File: src/rtl/mips_alu.sv
// mips_alu -- 32-bit execute-stage ALU for the MIPS datapath.
//
// Performs ADD, SUB, AND and OR on two operands. Operands and the operation
// select are captured on the rising clock edge. Result, zero flag and
// out_valid appear one cycle later. The zero flag feeds branch resolution.
//
// Optional feature macro: ALU_OVF_EN
//   When defined, adds the registered signed-overflow output ovf.
//   When undefined, the ovf port and its logic are absent.
//
// Ports:
//   clk        rising-edge clock
//   rst_n      synchronous reset, active low (priority over in_valid)
//   in_valid   a/b/control are valid this cycle
//   a, b       WIDTH-bit operands
//   control    00 ADD, 01 SUB, 10 AND, 11 OR
//   result     registered result (holds when in_valid = 0)
//   zflag      registered, 1 when result is all zeros
//   out_valid  result/zflag were updated by the previous edge
//   ovf        registered signed overflow (ALU_OVF_EN only)
module mips_alu #(
  parameter int WIDTH = 32
) (
  input  logic             clk,
  input  logic             rst_n,
  input  logic             in_valid,
  input  logic [WIDTH-1:0] a,
  input  logic [WIDTH-1:0] b,
  input  logic [1:0]       control,
  output logic [WIDTH-1:0] result,
  output logic             zflag,
  output logic             out_valid
`ifdef ALU_OVF_EN
  ,
  output logic             ovf
`endif
);

  localparam logic [1:0] OP_ADD = 2'b00;
  localparam logic [1:0] OP_SUB = 2'b01;
  localparam logic [1:0] OP_AND = 2'b10;
  localparam logic [1:0] OP_OR  = 2'b11;

  // Carry out of ADD/SUB is dropped: the result is modulo 2^WIDTH.
  function automatic logic signed [WIDTH-1:0] alu_op(
    input logic signed [WIDTH-1:0] op_a,
    input logic signed [WIDTH-1:0] op_b,
    input logic [1:0]              op
  );
    logic signed [WIDTH-1:0] r;
    case (op)
      OP_ADD:  r = op_a + op_b;
      OP_SUB:  r = op_a - op_b;
      OP_AND:  r = op_a & op_b;
      default: r = op_a | op_b;
    endcase
    return r;
  endfunction

`ifdef ALU_OVF_EN
  // Signed overflow from operand and result sign bits. SUB overflows when
  // the operands differ in sign and the result sign disagrees with a.
  function automatic logic ovf_calc(
    input logic signed [WIDTH-1:0] op_a,
    input logic signed [WIDTH-1:0] op_b,
    input logic signed [WIDTH-1:0] r,
    input logic [1:0]              op
  );
    logic o;
    case (op)
      OP_ADD:  o = (op_a[WIDTH-1] == op_b[WIDTH-1]) && (r[WIDTH-1] != op_a[WIDTH-1]);
      OP_SUB:  o = (op_a[WIDTH-1] != op_b[WIDTH-1]) && (r[WIDTH-1] != op_a[WIDTH-1]);
      default: o = 1'b0;
    endcase
    return o;
  endfunction
`endif

  logic signed [WIDTH-1:0] a_p0;
  logic signed [WIDTH-1:0] b_p0;
  logic signed [WIDTH-1:0] res_p0;

  logic signed [WIDTH-1:0] res_p1_d, res_p1_q;
  logic                    zf_p1_d,  zf_p1_q;
  logic                    vld_p1_d, vld_p1_q;
`ifdef ALU_OVF_EN
  logic                    ovf_p1_d, ovf_p1_q;
`endif

  assign a_p0   = a;
  assign b_p0   = b;
  assign res_p0 = alu_op(a_p0, b_p0, control);

  always_comb begin
    res_p1_d = res_p1_q;
    zf_p1_d  = zf_p1_q;
    vld_p1_d = 1'b0;
`ifdef ALU_OVF_EN
    ovf_p1_d = ovf_p1_q;
`endif
    if (in_valid) begin
      res_p1_d = res_p0;
      zf_p1_d  = (res_p0 == '0);
      vld_p1_d = 1'b1;
`ifdef ALU_OVF_EN
      ovf_p1_d = ovf_calc(a_p0, b_p0, res_p0, control);
`endif
    end
  end

  // Stage p0 -> p1: single register stage, reset also clears the data.
  always_ff @(posedge clk) begin
    if (!rst_n) begin
      res_p1_q <= '0;
      zf_p1_q  <= 1'b0;
      vld_p1_q <= 1'b0;
`ifdef ALU_OVF_EN
      ovf_p1_q <= 1'b0;
`endif
    end else begin
      res_p1_q <= res_p1_d;
      zf_p1_q  <= zf_p1_d;
      vld_p1_q <= vld_p1_d;
`ifdef ALU_OVF_EN
      ovf_p1_q <= ovf_p1_d;
`endif
    end
  end

  assign result    = res_p1_q;
  assign zflag     = zf_p1_q;
  assign out_valid = vld_p1_q;
`ifdef ALU_OVF_EN
  assign ovf       = ovf_p1_q;
`endif

endmodule

File: config.mk
export PLATFORM = sky130hd
export DESIGN_NAME = mips_alu
export DESIGN_NICKNAME = d
export VERILOG_FILES = /design/src/rtl/mips_alu.sv
export SDC_FILE = /design/constraint.sdc
export NUM_CORES = 1
export LEC_CHECK = 0
export ABC_AREA = 1
export CORE_MARGIN = 2
export CORE_UTILIZATION = 55
export CTS_CLUSTER_DIAMETER = 150
export DETAILED_ROUTE_END_ITERATION = 12
export HOLD_SLACK_MARGIN = 0.15
export PLACE_DENSITY = 0.82
export REMOVE_ABC_BUFFERS = 1
export SKIP_CTS_REPAIR_TIMING = 1
export SLEW_MARGIN = 20
export SYNTH_ARGS = -nofsm -noshare
export SYNTH_HDL_FRONTEND = slang
export SYNTH_SLANG_ARGS = --single-unit
File: constraint.sdc
create_clock -name clk -period 8.8 [get_ports clk]
set_clock_uncertainty 0.15 [all_clocks]
set_input_delay 1.76 -clock clk [delete_from_list [all_inputs] [get_ports clk]]
set_output_delay 1.76 -clock clk [all_outputs]
set_load 0.01 [all_outputs]
==> key figures <==
Timing
  • Setup Viol. Count Final: 0
  • Worst hold margin: 0.3298 ns
  • Total Neg Setup Slack: 0 ns
  • Worst Max-Slew Pin Slew: 0.7869 ns
  • Final min period: 6.092 ns
  • Worst setup margin: 2.708 ns
  • Final worst path period share: 69.23%
  • RSZ-0062 raised after global routing: false
  • Fmax achieved: 164.1 MHz
  • Slew headroom: 47.35%
  • Max-slew violations: 0
  • Hold Fails Final Rpt: 0

Route
  • Drt total wl: 16500 um
  • Remaining routing DRC violations: 0
  • Via density: 5.194
  • Routed vias: 6477
  • Initial DRC count: 472
  • Remaining antenna violation count after routing: 0
  • DRT Pass-1 Iters: 6
  • Average wire per cell in the routed design: 13.23 um

Flow run
  • # Max-Cap Violations: 0

Synthesis
  • Synth Area per Inst: 5.232 um2
  • Post-Syn Instances: 1024
  • Post-synth cell types: 35
  • Mapped Area: 5358 um2
  • Seq/Total Area, Yosys: 12.70%
  • Synth Register Bits: 34
  • YS warnings: 0

Final layout
  • Nets: 1217
  • Most common cell after layout, fill and taps aside: nand2_1
  • Final instance area: 6548 um2
  • Layout filler cell count: 986
  • P&R area growth vs syn: 22.21%
  • Fraction of layout cells with a size suffix above 1: 3.142%
  • Most frequent cells in the layout: nand2_1, inv_1, nor2_1
  • Finished Core Util: 68.24%
  • Antenna cells: 0

Clocking
  • Longest Clk Path Bufs: 2
  • H-tree lvl count: 2
  • Sink Count: 34
  • CTS tree: built
  • CTS Buf Count: 5
  • Root buffer selected by CTS: clkbuf_8
  • Worst-Skew Late Latency: 0.28 ns
  • Clock slew at reported path FFs: 0.07 ns

GRT
  • Total track usage: 32.21%
  • First-pass GRT wire length: 27050 um
  • Initial antenna violation count: 0
  • Pin count of the biggest net entering global routing: 49
  • Final global-route overflow total: 0
  • Vias in the first global route: 5558

Status
  • Status: finished clean

Die
  • Core Region: 9594 um2
  • Y dimension of the die: 102.7 um
  • Top Ports: 103
  • Starting density of the core: 55.84%
  • Die width: 102.7 um
  • Die area: 10550 um2
  • Rows: 36

Worst setup path
  • Worst path required time: 8.85 ns
  • Startpoint types: input port
  • Critical path data arrival time: 6.14 ns
  • Critical Path Fanout Max: 23
  • Critical Path Start: control[1]
  • Setup Crit Path Kind: in2reg
  • CP endpoint kind: register
  • R2R Path Start: result[19]$_SDFFE_PN0P_

Power and ir drop
  • Lkg Pwr: 3.640 nW
  • Power density over the cells: 110.4 nW/um2
  • Worst IR Drop VDD: 0.09174 mV

Placed design
  • Area after DPL: 6456 um2
  • Port buffer count: 102
  • Dpl ws: 2.503 ns
  • Routability congestion estimate: 0.9673
  • Detailed placer's ending HPWL: 13850 um

Worst hold path
  • Tightest Hold Check Type: reg2reg
  • Hold Path Origin: result[20]$_SDFFE_PN0P_
## flip-flops by register name, indices dropped and copies added (netlist names)
register	cells
out_valid	1
result	32
zflag	1
## per-stage QoR
| step | cells | power [mW] |
|---|---|---|
| 2_1_floorplan | 1003 | 0.4484 |
| 3_3_place_gp | 1239 | 0.5944 |
| 3_5_place_dp | 1239 | 0.5980 |
| 4_1_cts | 1247 | 0.7166 |
| 5_1_grt | 1247 | 0.7861 |
| 6_report | 1247 | 0.7226 |
## critical path: stages
cell             delay [ns]
clkdlybuf4s50_1        0.56
nor2_1                 0.68
inv_1                  0.55
nand2_1                0.25
o21ai_1                0.14
a21oi_1                0.21
xor2_1                 0.23
ha_1                   0.32
nand2_1                0.14
a21oi_1                0.07
nor2_1                 0.17
nand2_1                0.07
a21oi_1                0.23
nand3_1                0.11
nand3_1                0.11
nand2_1                0.09
nor2_1                 0.09
nand2_1                0.05
nor2_1                 0.08
nand4_1                0.10
a21oi_1                0.12
## cell families after synthesis
group           count (synthesis)  synth area share (%)
flops                          34                 12.70
fa+ha+maj                      35                 8.314
simple gates                  596                 46.80
buf+inv                       217                 15.53
compound gates                113                 11.91
xor+xnor                       29                 4.741
## layout make-up
class                           instances  area (um2)  area share [%]
Timing Repair Buffer                  103        1028           15.71
Inverter                              196       735.7           11.24
Sequential cell                        34       680.7           10.40
Tap cell                              133       166.4           2.542
Clock buffer                            7       86.33           1.319
Clock inverter                          1       5.005         0.07644
Multi-Input combinational cell        773        3845           58.72
## power by group
part | internal (mW) | leakage [nW] | total [mW] | switching, mW
combinational | 0.165 | 3.31 | 0.429 | 0.265
clock | 0.0631 | 0.0482 | 0.119 | 0.0561
sequential | 0.168 | 0.282 | 0.174 | 0.00660
## Yosys cell counts, drive strengths merged
library cell	count	area [um2]
o211ai	8	60.06
dfxtp	34	680.7
ha	34	425.4
nor3	14	90.09
nand3b	11	82.58
o211a	1	10.01
o21ai	41	205.2
or2	1	6.260
xor2	22	192.7
o31ai	2	15.01
clkinv	1	3.750
a21oi	29	145.1
a31oi	30	187.7
nand4	10	62.56
o21a	1	7.510
inv	195	732.0
nand2	302	1169
fa	1	20.02
nor2	183	709.4
clkbuf	11	41.29
and2	2	12.51
buf	10	55.05
xnor2	7	61.31
o21bai	1	7.510
nand3	73	375.4
## path summary, 6_finish.rpt
path	slack [ns]	end	cells after the start
setup / recovery	2.71	zflag$_SDFFE_PN0P_	21
hold / removal	0.33	result[20]$_SDFFE_PN0P_	2
setup reg to reg	7.91	result[19]$_SDFFE_PN0P_	4
hold reg to reg	0.33	result[20]$_SDFFE_PN0P_	2
## per-layer routing
layer	up-vias	wire [um]	global-route usage (%)
met5	-	0	0
met4	0	208	6.564
met3	17	1528	3.797
met2	266	6760	48.37
met1	2831	8006	49.20
li1	3363	-	-
No activity file was read; power rests on OpenSTA's default activity.
